--- config.mk ---
export PLATFORM = sky130hd
export DESIGN_NAME = safety_threshold_monitor
export DESIGN_NICKNAME = d
export VERILOG_FILES = /design/src/rtl/safety_threshold_monitor.sv
export SDC_FILE = /design/constraint.sdc
export NUM_CORES = 1
export LEC_CHECK = 0
export CELL_PAD_IN_SITES_DETAIL_PLACEMENT = 1
export CELL_PAD_IN_SITES_GLOBAL_PLACEMENT = 2
export CORE_MARGIN = 4
export CORE_UTILIZATION = 25
export CTS_CLUSTER_SIZE = 12
export DETAILED_ROUTE_END_ITERATION = 8
export DONT_BUFFER_PORTS = 1
export PLACE_DENSITY = 0.64
export SLEW_MARGIN = 20
export SYNTH_ARGS = -nofsm -noshare
export SYNTH_HDL_FRONTEND = slang
export SYNTH_SLANG_ARGS = --single-unit
--- constraint.sdc ---
create_clock -name clk -period 3.96 [get_ports clk]
set_input_delay 0.792 -clock clk [delete_from_list [all_inputs] [get_ports clk]]
set_output_delay 0.792 -clock clk [all_outputs]
set_load 0.01 [all_outputs]
--- src/rtl/safety_threshold_monitor.sv ---
// Debounced NORMAL/WARN/CRIT/HOLD alarm classifier for accel magnitude and brake rate features.
// Optional macro SAFETY_EVT_COUNT_EN enables the saturating crit_events counter; otherwise the port is tied to 0.
`ifndef DATA_WIDTH
`define DATA_WIDTH 16
`endif

module safety_threshold_monitor #(
  parameter int unsigned DW            = `DATA_WIDTH,
  parameter int unsigned ACCEL_WARN_TH = 800,
  parameter int unsigned ACCEL_CRIT_TH = 1200,
  parameter int unsigned BRAKE_WARN_TH = 500,
  parameter int unsigned BRAKE_CRIT_TH = 900,
  parameter int unsigned PERSIST       = 4,
  parameter int unsigned CLEAR_PERSIST = 8
) (
  input  logic          clk,
  input  logic          rst_n,
  input  logic [DW-1:0] feat_accel_mag,
  input  logic [DW-1:0] feat_brake_rate,
  input  logic          data_valid,
  input  logic          alarm_ack,
  output logic [1:0]    state,
  output logic          warn,
  output logic          crit,
  output logic [1:0]    fault_code,
  output logic [7:0]    crit_events
);

  typedef enum logic [1:0] {
    ST_NORMAL = 2'd0,
    ST_WARN   = 2'd1,
    ST_CRIT   = 2'd2,
    ST_HOLD   = 2'd3
  } state_t;

  localparam int CW = $clog2(PERSIST + 1);
  localparam int RW = $clog2(CLEAR_PERSIST + 1);

  localparam logic [DW-1:0] ACCEL_WARN = DW'(ACCEL_WARN_TH);
  localparam logic [DW-1:0] ACCEL_CRIT = DW'(ACCEL_CRIT_TH);
  localparam logic [DW-1:0] BRAKE_WARN = DW'(BRAKE_WARN_TH);
  localparam logic [DW-1:0] BRAKE_CRIT = DW'(BRAKE_CRIT_TH);
  localparam logic [CW-1:0] PERSIST_V  = CW'(PERSIST);
  localparam logic [RW-1:0] CLEAR_V    = RW'(CLEAR_PERSIST);

  state_t        state_q, state_d;
  logic [CW-1:0] crit_cnt_q, crit_cnt_d;
  logic [CW-1:0] warn_cnt_q, warn_cnt_d;
  logic [RW-1:0] clr_cnt_q, clr_cnt_d;
  logic [1:0]    fault_code_q, fault_code_d;

  logic accel_crit, brake_crit, is_crit, is_warn;
  logic [CW-1:0] crit_inc, warn_inc;
  logic [RW-1:0] clr_inc;
  logic crit_reach, warn_reach, clr_reach, enter_crit;

  assign accel_crit = (feat_accel_mag >= ACCEL_CRIT);
  assign brake_crit = (feat_brake_rate >= BRAKE_CRIT);
  assign is_crit    = accel_crit | brake_crit;
  assign is_warn    = (feat_accel_mag >= ACCEL_WARN) | (feat_brake_rate >= BRAKE_WARN);

  assign crit_inc = (crit_cnt_q == PERSIST_V) ? crit_cnt_q : crit_cnt_q + CW'(1);
  assign warn_inc = (warn_cnt_q == PERSIST_V) ? warn_cnt_q : warn_cnt_q + CW'(1);
  assign clr_inc  = (clr_cnt_q == CLEAR_V) ? clr_cnt_q : clr_cnt_q + RW'(1);

  // Next-state and persistence counters; counters only move on valid samples.
  always_comb begin
    crit_cnt_d = crit_cnt_q;
    warn_cnt_d = warn_cnt_q;
    clr_cnt_d  = clr_cnt_q;
    state_d    = state_q;
    if (data_valid) begin
      crit_cnt_d = is_crit ? crit_inc : '0;
      warn_cnt_d = is_warn ? warn_inc : '0;
      case (state_q)
        ST_WARN: clr_cnt_d = is_warn ? '0 : clr_inc;
        ST_CRIT: clr_cnt_d = is_crit ? '0 : clr_inc;
        default: clr_cnt_d = '0;
      endcase
    end
    crit_reach = data_valid && (crit_cnt_d == PERSIST_V);
    warn_reach = data_valid && (warn_cnt_d == PERSIST_V);
    clr_reach  = data_valid && (clr_cnt_d == CLEAR_V);
    case (state_q)
      ST_NORMAL: begin
        if (crit_reach)      state_d = ST_CRIT;
        else if (warn_reach) state_d = ST_WARN;
      end
      ST_WARN: begin
        if (crit_reach)      state_d = ST_CRIT;
        else if (clr_reach)  state_d = ST_NORMAL;
      end
      ST_CRIT: begin
        if (clr_reach)       state_d = ST_HOLD;
      end
      default: begin
        if (crit_reach)      state_d = ST_CRIT;
        else if (alarm_ack)  state_d = ST_NORMAL;
      end
    endcase
    if (state_d != state_q) begin
      crit_cnt_d = '0;
      warn_cnt_d = '0;
      clr_cnt_d  = '0;
    end
  end

  // Fault cause is captured from the sample that completes the CRIT run.
  always_comb begin
    enter_crit   = (state_d == ST_CRIT) && (state_q != ST_CRIT);
    fault_code_d = fault_code_q;
    if (enter_crit)
      fault_code_d = {brake_crit, accel_crit};
    else if ((state_d == ST_NORMAL) && (state_q != ST_NORMAL))
      fault_code_d = 2'b00;
  end

  always_ff @(posedge clk) begin
    if (!rst_n) begin
      state_q      <= ST_NORMAL;
      crit_cnt_q   <= '0;
      warn_cnt_q   <= '0;
      clr_cnt_q    <= '0;
      fault_code_q <= 2'b00;
    end else begin
      state_q      <= state_d;
      crit_cnt_q   <= crit_cnt_d;
      warn_cnt_q   <= warn_cnt_d;
      clr_cnt_q    <= clr_cnt_d;
      fault_code_q <= fault_code_d;
    end
  end

`ifdef SAFETY_EVT_COUNT_EN
  logic [7:0] crit_events_q, crit_events_d;

  always_comb begin
    crit_events_d = crit_events_q;
    if (enter_crit && (crit_events_q != 8'hFF))
      crit_events_d = crit_events_q + 8'd1;
  end

  always_ff @(posedge clk) begin
    if (!rst_n) crit_events_q <= 8'd0;
    else        crit_events_q <= crit_events_d;
  end

  assign crit_events = crit_events_q;
`else
  assign crit_events = 8'd0;
`endif

  assign state      = state_q;
  assign warn       = (state_q == ST_WARN);
  assign crit       = (state_q == ST_CRIT) || (state_q == ST_HOLD);
  assign fault_code = fault_code_q;

endmodule

==> summary.txt <==
Synthesis
  – Mapped Area: approximately 1500 um2
  – Async set-reset flop share out of synthesis: 0
  – Synthesized flop and latch total: 14
  – Top-area cell type share of the netlist area: 0.191
  – Yosys Warn Count: 0
  – Synth top area cells: dfxtp_1, ha_1, a21oi_1, buf_4, nor3_1
  – Cell taking the most area after synthesis: dfxtp_1
  – Most common flop cell mapped by yosys: dfxtp_1
  – Seq/Total Area, Yosys: 0.191
  – Syn_area_per_cell: slightly above 8 um2
  – Post-Syn Instances: approximately 180
  – Synth unique cells: 57
  – Post-synth EDFFs: 0

Timing
  – Final worst slack: around 1 ns
  – Setup_tns: 0 ns
  – Unrepaired setup endpoints after global routing: false
  – Fmax: ~0.34 GHz
  – Max-slew headroom: 0.486
  – Minimum clock period: between 2 and 3 ns
  – Number of hold violations in the final report: 0
  – Final Skew: approximately 0.0025 ns
  – Tcrit/Tclk final: 0.752
  – Worst slew pin tran: about 0.76 ns
  – Final Max Tran Viols: 0
  – # setup viols final: 0
  – Fin Hold WS: between 0.5 and 0.6 ns

Worst setup path
  – FF-to-FF path depth: 9
  – FF-to-FF End: fault_code[1]
  – Critical path capture point type: flip-flop
  – Crit path launch type: flip-flop
  – CP endpoint: fault_code[1]
  – R2R setup slack: 0.98 ns
  – Kind of critical path: flip-flop to flip-flop
  – Worst setup startpoint: crit_cnt_q[0]
  – CP max FO: 6
  – CP Data Required Time: slightly above 4 ns
  – Crit path arrival time: between 3 and 4 ns
  – Critical R2R Launch: crit_cnt_q[0]

Route
  – Routed Antenna Nets: 0
  – DRT Pass-1 Iters: 3
  – Average wire per standard cell: around 17 um
  – DR iter-0 viols: 37
  – DRC viols: 0
  – Via count: between 1000 and 1500
  – Drt total wl: 4.20 mm
  – DR vias/cell: ~5.5

Layout
  – Nets: around 230
  – Utilization after layout: 0.277
  – ANT cells: 0
  – Commonest non-fill, non-tap cell in the layout: a21oi_1
  – Final std cells w/o fill: 250
  – Most frequent cells in the layout: a21oi_1, dfxtp_1, nand2_1
  – P&R area growth vs syn: 5.80%
  – Share of post-route cells with drive strength above 1: 0.112

Placement
  – Inst Count DP: between 200 and 250
  – HPWL Detailed: roughly 3.4 mm
  – Routability cong.: 0.779
  – Port-buffer cells: 0
  – DP Worst Slack: a little under 0.8 ns

CTS
  – Clock latency on the worst-skew pair: about 0.24 ns
  – Clock transition at path regs: about 0.060 ns
  – CTS root buf: clkbuf_8
  – CTS resizes: 0
  – CTS tree: built
  – Htree depth: 1
  – Bufs on Longest Clock Path: 2
  – Post-CTS Hold Buffers: 0
  – Sink Count: 14
  – CTS buffer count: 3
  – Post-CTS setup buffers: 0

Floorplanning
  – Core Rows: 27
  – Die W: 84.6 um
  – I/O Pins: 50
  – DIE AREA: 7160 um2
  – Starting Density: 0.262
  – Die Ht: 84.6 um
  – Core Footprint: around 5600 um2

Pwr
  – VDD IR-drop max: approximately 0.000091 V
  – Leak: 0.516 nW
  – Power Density: about 210 nW/um2

Global route
  – Initial antenna violation count: 0
  – Tot GR Track Use: 0.120
  – Overflow after GRT: 0
  – Largest net degree at the start of global routing: 20
  – First-pass GRT wire length: 7.07 mm
  – Number of global-route vias before repair: about 1400

Hold path
  – HP Class: flip-flop to flip-flop
  – Hold depth: 2

Run status
  – Status: complete, no violations

Job
  – Max Cap Viol: 0
[logic make-up (layout without fill, tap and decap cells)]
kind of cell / Yosys count / count (layout) / synth area share
flip-flops: 14 / 14 / 0.191
other: 1 / 8 / 0.00256
adder cells (fa/ha/maj): 10 / 10 / 0.0853
buffers and inverters: 22 / 15 / 0.0827
XOR/XNOR: 1 / 1 / 0.00597
AND/OR/NAND/NOR: 61 / 61 / 0.246
multiplexers: 3 / 3 / 0.0205
AO/OA/AOI/OAI: 66 / 66 / 0.366
[cells in the mapped netlist, types with 2 or more instances]
master / instances
a21oi_1: 18
dfxtp_1: 14
nand2_1: 12
ha_1: 10
inv_1: 10
nor3_1: 10
o21ai_0: 9
buf_4: 8
nor2_1: 8
nand3_1: 5
nand4_1: 5
a211oi_1: 4
a31oi_1: 4
and3_1: 4
mux2i_1: 3
nor4_1: 3
o311ai_0: 3
a2111oi_2: 2
a211o_1: 2
nand2b_1: 2
nor4b_1: 2
o2111ai_1: 2
o21ai_4: 2
o31a_1: 2
o31ai_1: 2
[registers in the layout, indices dropped and copies added, names as in the netlist]
signal,cells
crit_cnt_q,3
warn_cnt_q,3
state,2
clr_cnt_q,4
fault_code,2
[stage by stage]
| stage | total power, mW | instance area [um2] |
|---|---|---|
| 2_1_floorplan | 0.205 | 1490 |
| 3_3_place_gp | 0.206 | 1510 |
| 3_5_place_dp | 0.209 | 1510 |
| 4_1_cts | 0.334 | 1550 |
| 5_1_grt | 0.348 | 1550 |
| 6_report | 0.326 | 1550 |
[worst max-delay path, cell delays in order, from the launching register on]
cell	delay, ns
dfxtp_1	0.43
inv_1	0.09
ha_1	0.26
nor4bb_1	0.29
a21oi_1	0.08
a211oi_1	0.62
a2111oi_2	0.22
a31o_2	0.31
o311ai_0	0.41
nand3_1	0.14
[report_power, final]
| part | total [mW] | internal, mW | leakage [nW] | switching, mW |
|---|---|---|---|---|
| combinational | 0.0550 | 0.0216 | 0.381 | 0.0334 |
| sequential | 0.151 | 0.145 | 0.114 | 0.00542 |
| clock | 0.120 | 0.0673 | 0.0216 | 0.0527 |
[routing by layer]
layer / share of wire / track usage / vias to the layer above
met2: 0.54 / 0.231 / 14
met5: 0 / 0 / -
met4: 0.0055 / 0.0216 / 0
li1: - / - / 683
met3: 0.032 / 0.0285 / 2
met1: 0.42 / 0.132 / 683
[worst min-delay path by stage]
stage | start | end | slack (ns)
floorplan | crit_cnt_q[1] | crit_cnt_q[1] | 0.51
global placement | crit_cnt_q[1] | crit_cnt_q[1] | 0.53
detailed placement | crit_cnt_q[1] | crit_cnt_q[1] | 0.54
CTS | crit_cnt_q[1] | crit_cnt_q[1] | 0.55
global route | crit_cnt_q[1] | crit_cnt_q[1] | 0.61
finish | crit_cnt_q[1] | crit_cnt_q[1] | 0.55
[cell type report]
class                   instances  area [um2]
well taps                      72        90.1
clock buffers                   3        41.3
flip-flops and latches         14         280
repair buffers                  1        7.51
fillers                       689        4060
multi-input cells             149        1090
inverters                      11        41.3
(Power assumes the default switching activity.)
==> variant 1, RTL diff (same flow settings) <==
Set the parameter `ACCEL_CRIT_TH` to 1024 (it was 1200).
--- a/src/rtl/safety_threshold_monitor.sv
+++ b/src/rtl/safety_threshold_monitor.sv
@@ -7,7 +7,7 @@
 module safety_threshold_monitor #(
   parameter int unsigned DW            = `DATA_WIDTH,
   parameter int unsigned ACCEL_WARN_TH = 800,
-  parameter int unsigned ACCEL_CRIT_TH = 1200,
+  parameter int unsigned ACCEL_CRIT_TH = 1024,
   parameter int unsigned BRAKE_WARN_TH = 500,
   parameter int unsigned BRAKE_CRIT_TH = 900,
   parameter int unsigned PERSIST       = 4,
Check against the original RTL: not equivalent (a bounded check fails within 10 cycles, from zero or initial values and one cycle with rst_n low).
==> variant 1 against the original RTL <==
Utilization grew 0.67 points. Synthesized area shrank 13%. Wire length shrank 20%. Via count shrank 15%. Power grew 24%. Sequential cell count is the same. Non-clock buffer count shrank 1. Worst setup slack lost 97 ps. Cell area shrank 11%. Critical endpoint unchanged.
==> variant 1: results (changes against the original RTL) <==
Final net count - 210 (-7.1%)
Met1 wire length - 1440 um (-18%)
Largest net degree at the start of global routing - 16 (-20%)
Post-CTS sizing - 0 (unchanged)
Layout non-clock buf frac - 0% (-0.48 points)
Seq pwr share - 40.8% (-5.5 points)
Synth top cells by count - dfxtp_1, inv_1, a21oi_1, nand2_1, nor2_1
Sw frac - 31.7% (+3.7 points)
Synth cell types - 49 (-14%)
CP peak stage delay - 550 ps (-70 ps)
Outcome - completed
Seq/Total Area, Yosys - 21.9% (+2.8 points)
Clock buffer count - 4 (+1)
Layout Cells excl Fill - 230 (-8.0%)
First-pass GRT wire length - 5620 um (-21%)
Antenna violations before repair - 0 (unchanged)
Peak VDD IR - 105 uV (+16%)
Number of sequential cells - 14 (unchanged)
Critical path's top delay family - simple AND/OR/NAND/NOR gates
Synth Instances - 162 (-9.0%)
Finished Cell Area - 1380 um2 (-11%)
Combinational power share - 24.0% (+7.1 points)
Iter 0 DRT Violations - 29 (-22%)
Fill cells - 611 (-11%)
Final HPWL DP - 2730 um (-19%)
Vias in the first global route - 1182 (-17%)
Leak Pwr - 0.000483 uW (-6.4%)
Met2 Routed Length - 1750 um (-23%)
Post-DR vias/cell - 5.10 (-7.7%)
Adder-cell area share of the yosys netlist - 9.77% (+1.2 points)
Signal buffers - 0 (-1)
Synth area leaders - dfxtp_1, ha_1, buf_4
Multi-input combinational gate total - 131 (-12%)
Placed cells - 226 (-8.5%)
M2 GR Usage - 19.8% (-3.3 points)
Syn_area_per_cell - 7.91 um2 (-4.1%)
Placed cell area - 1320 um2 (-13%)
Synth Area in Compound Gates - 27.3% (-9.2 points)
Mux cell area share after synthesis - 0% (-2.0 points)
Invs w/o clock - 14 (+3)
PwrDens - 295 nW/um2 (+41%)
Clock Skews - 1.21 ps (-1.27 ps)
Multi-input combinational area share - 65.7% (-4.7 points)
Pre-CTS WS - 638 ps (-151 ps)
Actual slew at the worst max-slew pin - 655 ps (-110 ps)
Tot GR Track Use - 11.2% (-0.80 points)
Placer Congestion - 0.802 (+3.0%)
Share of post-route cells with drive strength above 1 - 11.7% (+0.42 points)
FF/Latch Area - 280 um2 (unchanged)
Total Wirelength - 3360 um (-20%)
-- variant 1: final timing paths --
check	start	to	slack (ps)	depth (start not counted)
setup / recovery	feat_brake_rate[12]	fault_code[1]$_SDFFE_PN0P_	890	8
hold / removal	crit_cnt_q[1]$_SDFF_PP0_	crit_cnt_q[1]$_SDFF_PP0_	490	2
hold reg to reg	crit_cnt_q[1]$_SDFF_PP0_	crit_cnt_q[1]$_SDFF_PP0_	490	2
setup reg to reg	crit_cnt_q[0]$_SDFF_PP0_	fault_code[1]$_SDFFE_PN0P_	930	10
-- variant 1: logic make-up (layout without fill, tap and decap cells) --
family	after synthesis	count (layout)
and+or+nand+nor	64	64
adders and majority gates	10	10
other	1	8
xor gates and xnor gates	1	1
DFF	14	14
AOI/OAI and AO/OA	48	48
buffers and inverters	24	18
-- variant 1: tightest hold or removal path, stage by stage, from the launching register on --
cell and delay [ps]:
dfxtp_1 320, nand2_1 70, a21oi_1 50
==> variant 2, RTL diff (config.mk and constraints unchanged) <==
Without the edit above. Put one more register stage on the output `fault_code`. The value now appears one clock later. The other outputs are not delayed to match.
--- a/src/rtl/safety_threshold_monitor.sv
+++ b/src/rtl/safety_threshold_monitor.sv
@@ -153,7 +153,9 @@
   assign state      = state_q;
   assign warn       = (state_q == ST_WARN);
   assign crit       = (state_q == ST_CRIT) || (state_q == ST_HOLD);
-  assign fault_code = fault_code_q;
+  always_ff @(posedge clk) begin
+    fault_code <= fault_code_q;
+  end
 
 endmodule
 
Formal check against the unedited RTL: not equivalent (a bounded check fails within 10 cycles, from zero or initial values and one cycle with rst_n low).
==> variant 2 against the original RTL <==
Wire length fell by 4.6%. Sequential share of layout area rose by 3.6 points. Cell area fell by 4.7%. Synthesized cell count rose by 4.5%. Synthesized area fell by 3.0%. Clock skew rose by 4.6 ps. Worst setup slack got worse by 45 ps. Clock power rose by 5%. Largest power group unchanged. Utilization fell by 0.81 points. Critical path type unchanged. Sequential cell count rose by 2. Hold slack got worse by 190 ps. Power rose by 6.1%. Count of clock-buffer cells in the layout did not move.
==> variant 2: results (changes against the original RTL) <==
Largest net degree at the start of global routing - 22 (+10%)
First-pass GRT wire length - 6600 um (-6.5%)
Synth top cells by count - dfxtp_1, nand2_1, a21oi_1, nor3_1
Sw frac - 26.7% (-1.4 points)
Worst R2R End - warn_cnt_q[2]$_SDFF_PP0_
Seq pwr share - 49.6% (+3.3 points)
Arrival @ worst endpoint - 3190 ps (+100 ps)
Share of post-route cells with drive strength above 1 - 7.73% (-3.5 points)
Synth cell types - 57 (unchanged)
Peak VDD IR - 108 uV (+19%)
Vias in the first global route - 1390 (-2.5%)
Hold Slack - 360 ps (-190 ps)
Met1 wire length - 1780 um (+0.68%)
Synth area leaders - dfxtp_1, ha_1, buf_4
Final HPWL DP - 3160 um (-6.7%)
M2 GR Usage - 19.5% (-3.6 points)
Synth Area in Compound Gates - 26.0% (-11 points)
Clock Skews - 7.07 ps (+4.59 ps)
Met3 GRT Util - 2.47% (-0.38 points)
Routing usage on met1 - 13.9% (+0.66 points)
CP peak stage delay - 570 ps (-50 ps)
DR vias - 1328 (-3.9%)
Hold EP - fault_code[1]$_DFF_P_
Met3 wire length - 276 um (+110%)
Mux cell area share after synthesis - 1.41% (-0.64 points)
Critical path's slowest cell - a221o_1
Async set-reset flop share out of synthesis - 0% (unchanged)
Met2 Routed Length - 1900 um (-17%)
Hold Path Stages - 0 (-2)
Top-area cell type share of the netlist area - 22.5% (+3.4 points)
Combinational power - 48.3 uW (-12%)
Critical Path Fanout Max - 10 (+4)
DR pass1 iterations - 4 (+1)
Outcome - completed
Actual slew at the worst max-slew pin - 580 ps (-185 ps)
Fill cells - 683 (-0.87%)
Critical path's top delay family - compound AO/OA/AOI/OAI gates
Tot GR Track Use - 11.2% (-0.72 points)
Iter 0 DRT Violations - 66 (+78%)
Placer Congestion - 0.879 (+13%)
Adder-cell area share of the yosys netlist - 8.79% (+0.26 points)
Leak Pwr - 0.000530 uW (+2.6%)
WL per Instance - 15.8 um (-5.7%)
Final net count - 229 (+1.3%)
Worst Hold Launch - fault_code_q[1]$_SDFFE_PN0P_
FF-to-FF setup slack - 940 ps (-50 ps)
Ant diodes - 0 (unchanged)
Clock buffer depth - 2 (unchanged)
Seq/Total Area, Yosys - 22.5% (+3.4 points)
Post-Synth XOR/XNOR Area - 1.23% (+0.63 points)
## variant 2: changes by cell type after synthesis, sizes merged, moves of 4 or more
cell | before | now
o311ai | 4 | 0
a22oi | 0 | 4
nand4 | 5 | 1
nand2 | 12 | 16
nor2 | 8 | 13
a31oi | 4 | 0
a21oi | 19 | 13
## variant 2: metrics by stage
stage / cells / instance area [um2] / setup slack (ps) / utilization [%] / power (uW)
6_report: 253 / 1480 / 938 / 26.9 / 345
5_1_grt: 253 / 1480 / 675 / 26.9 / 365
4_1_cts: 253 / 1480 / 946 / 26.9 / 349
3_5_place_dp: 250 / 1440 / 842 / 26.1 / 223
3_3_place_gp: 250 / 1440 / 894 / 26.1 / 221
2_1_floorplan: 193 / 1450 / 1180 / - / 222
## variant 2: layout make-up
type / instances / area (um2) / share of cell area [%]
multi-input cells: 150 / 983 / 66.4
flip-flops and latches: 16 / 320 / 21.6
clock buffers: 3 / 41.3 / 2.79
well taps: 72 / 90.1 / 6.09
inverters: 12 / 45.0 / 3.04
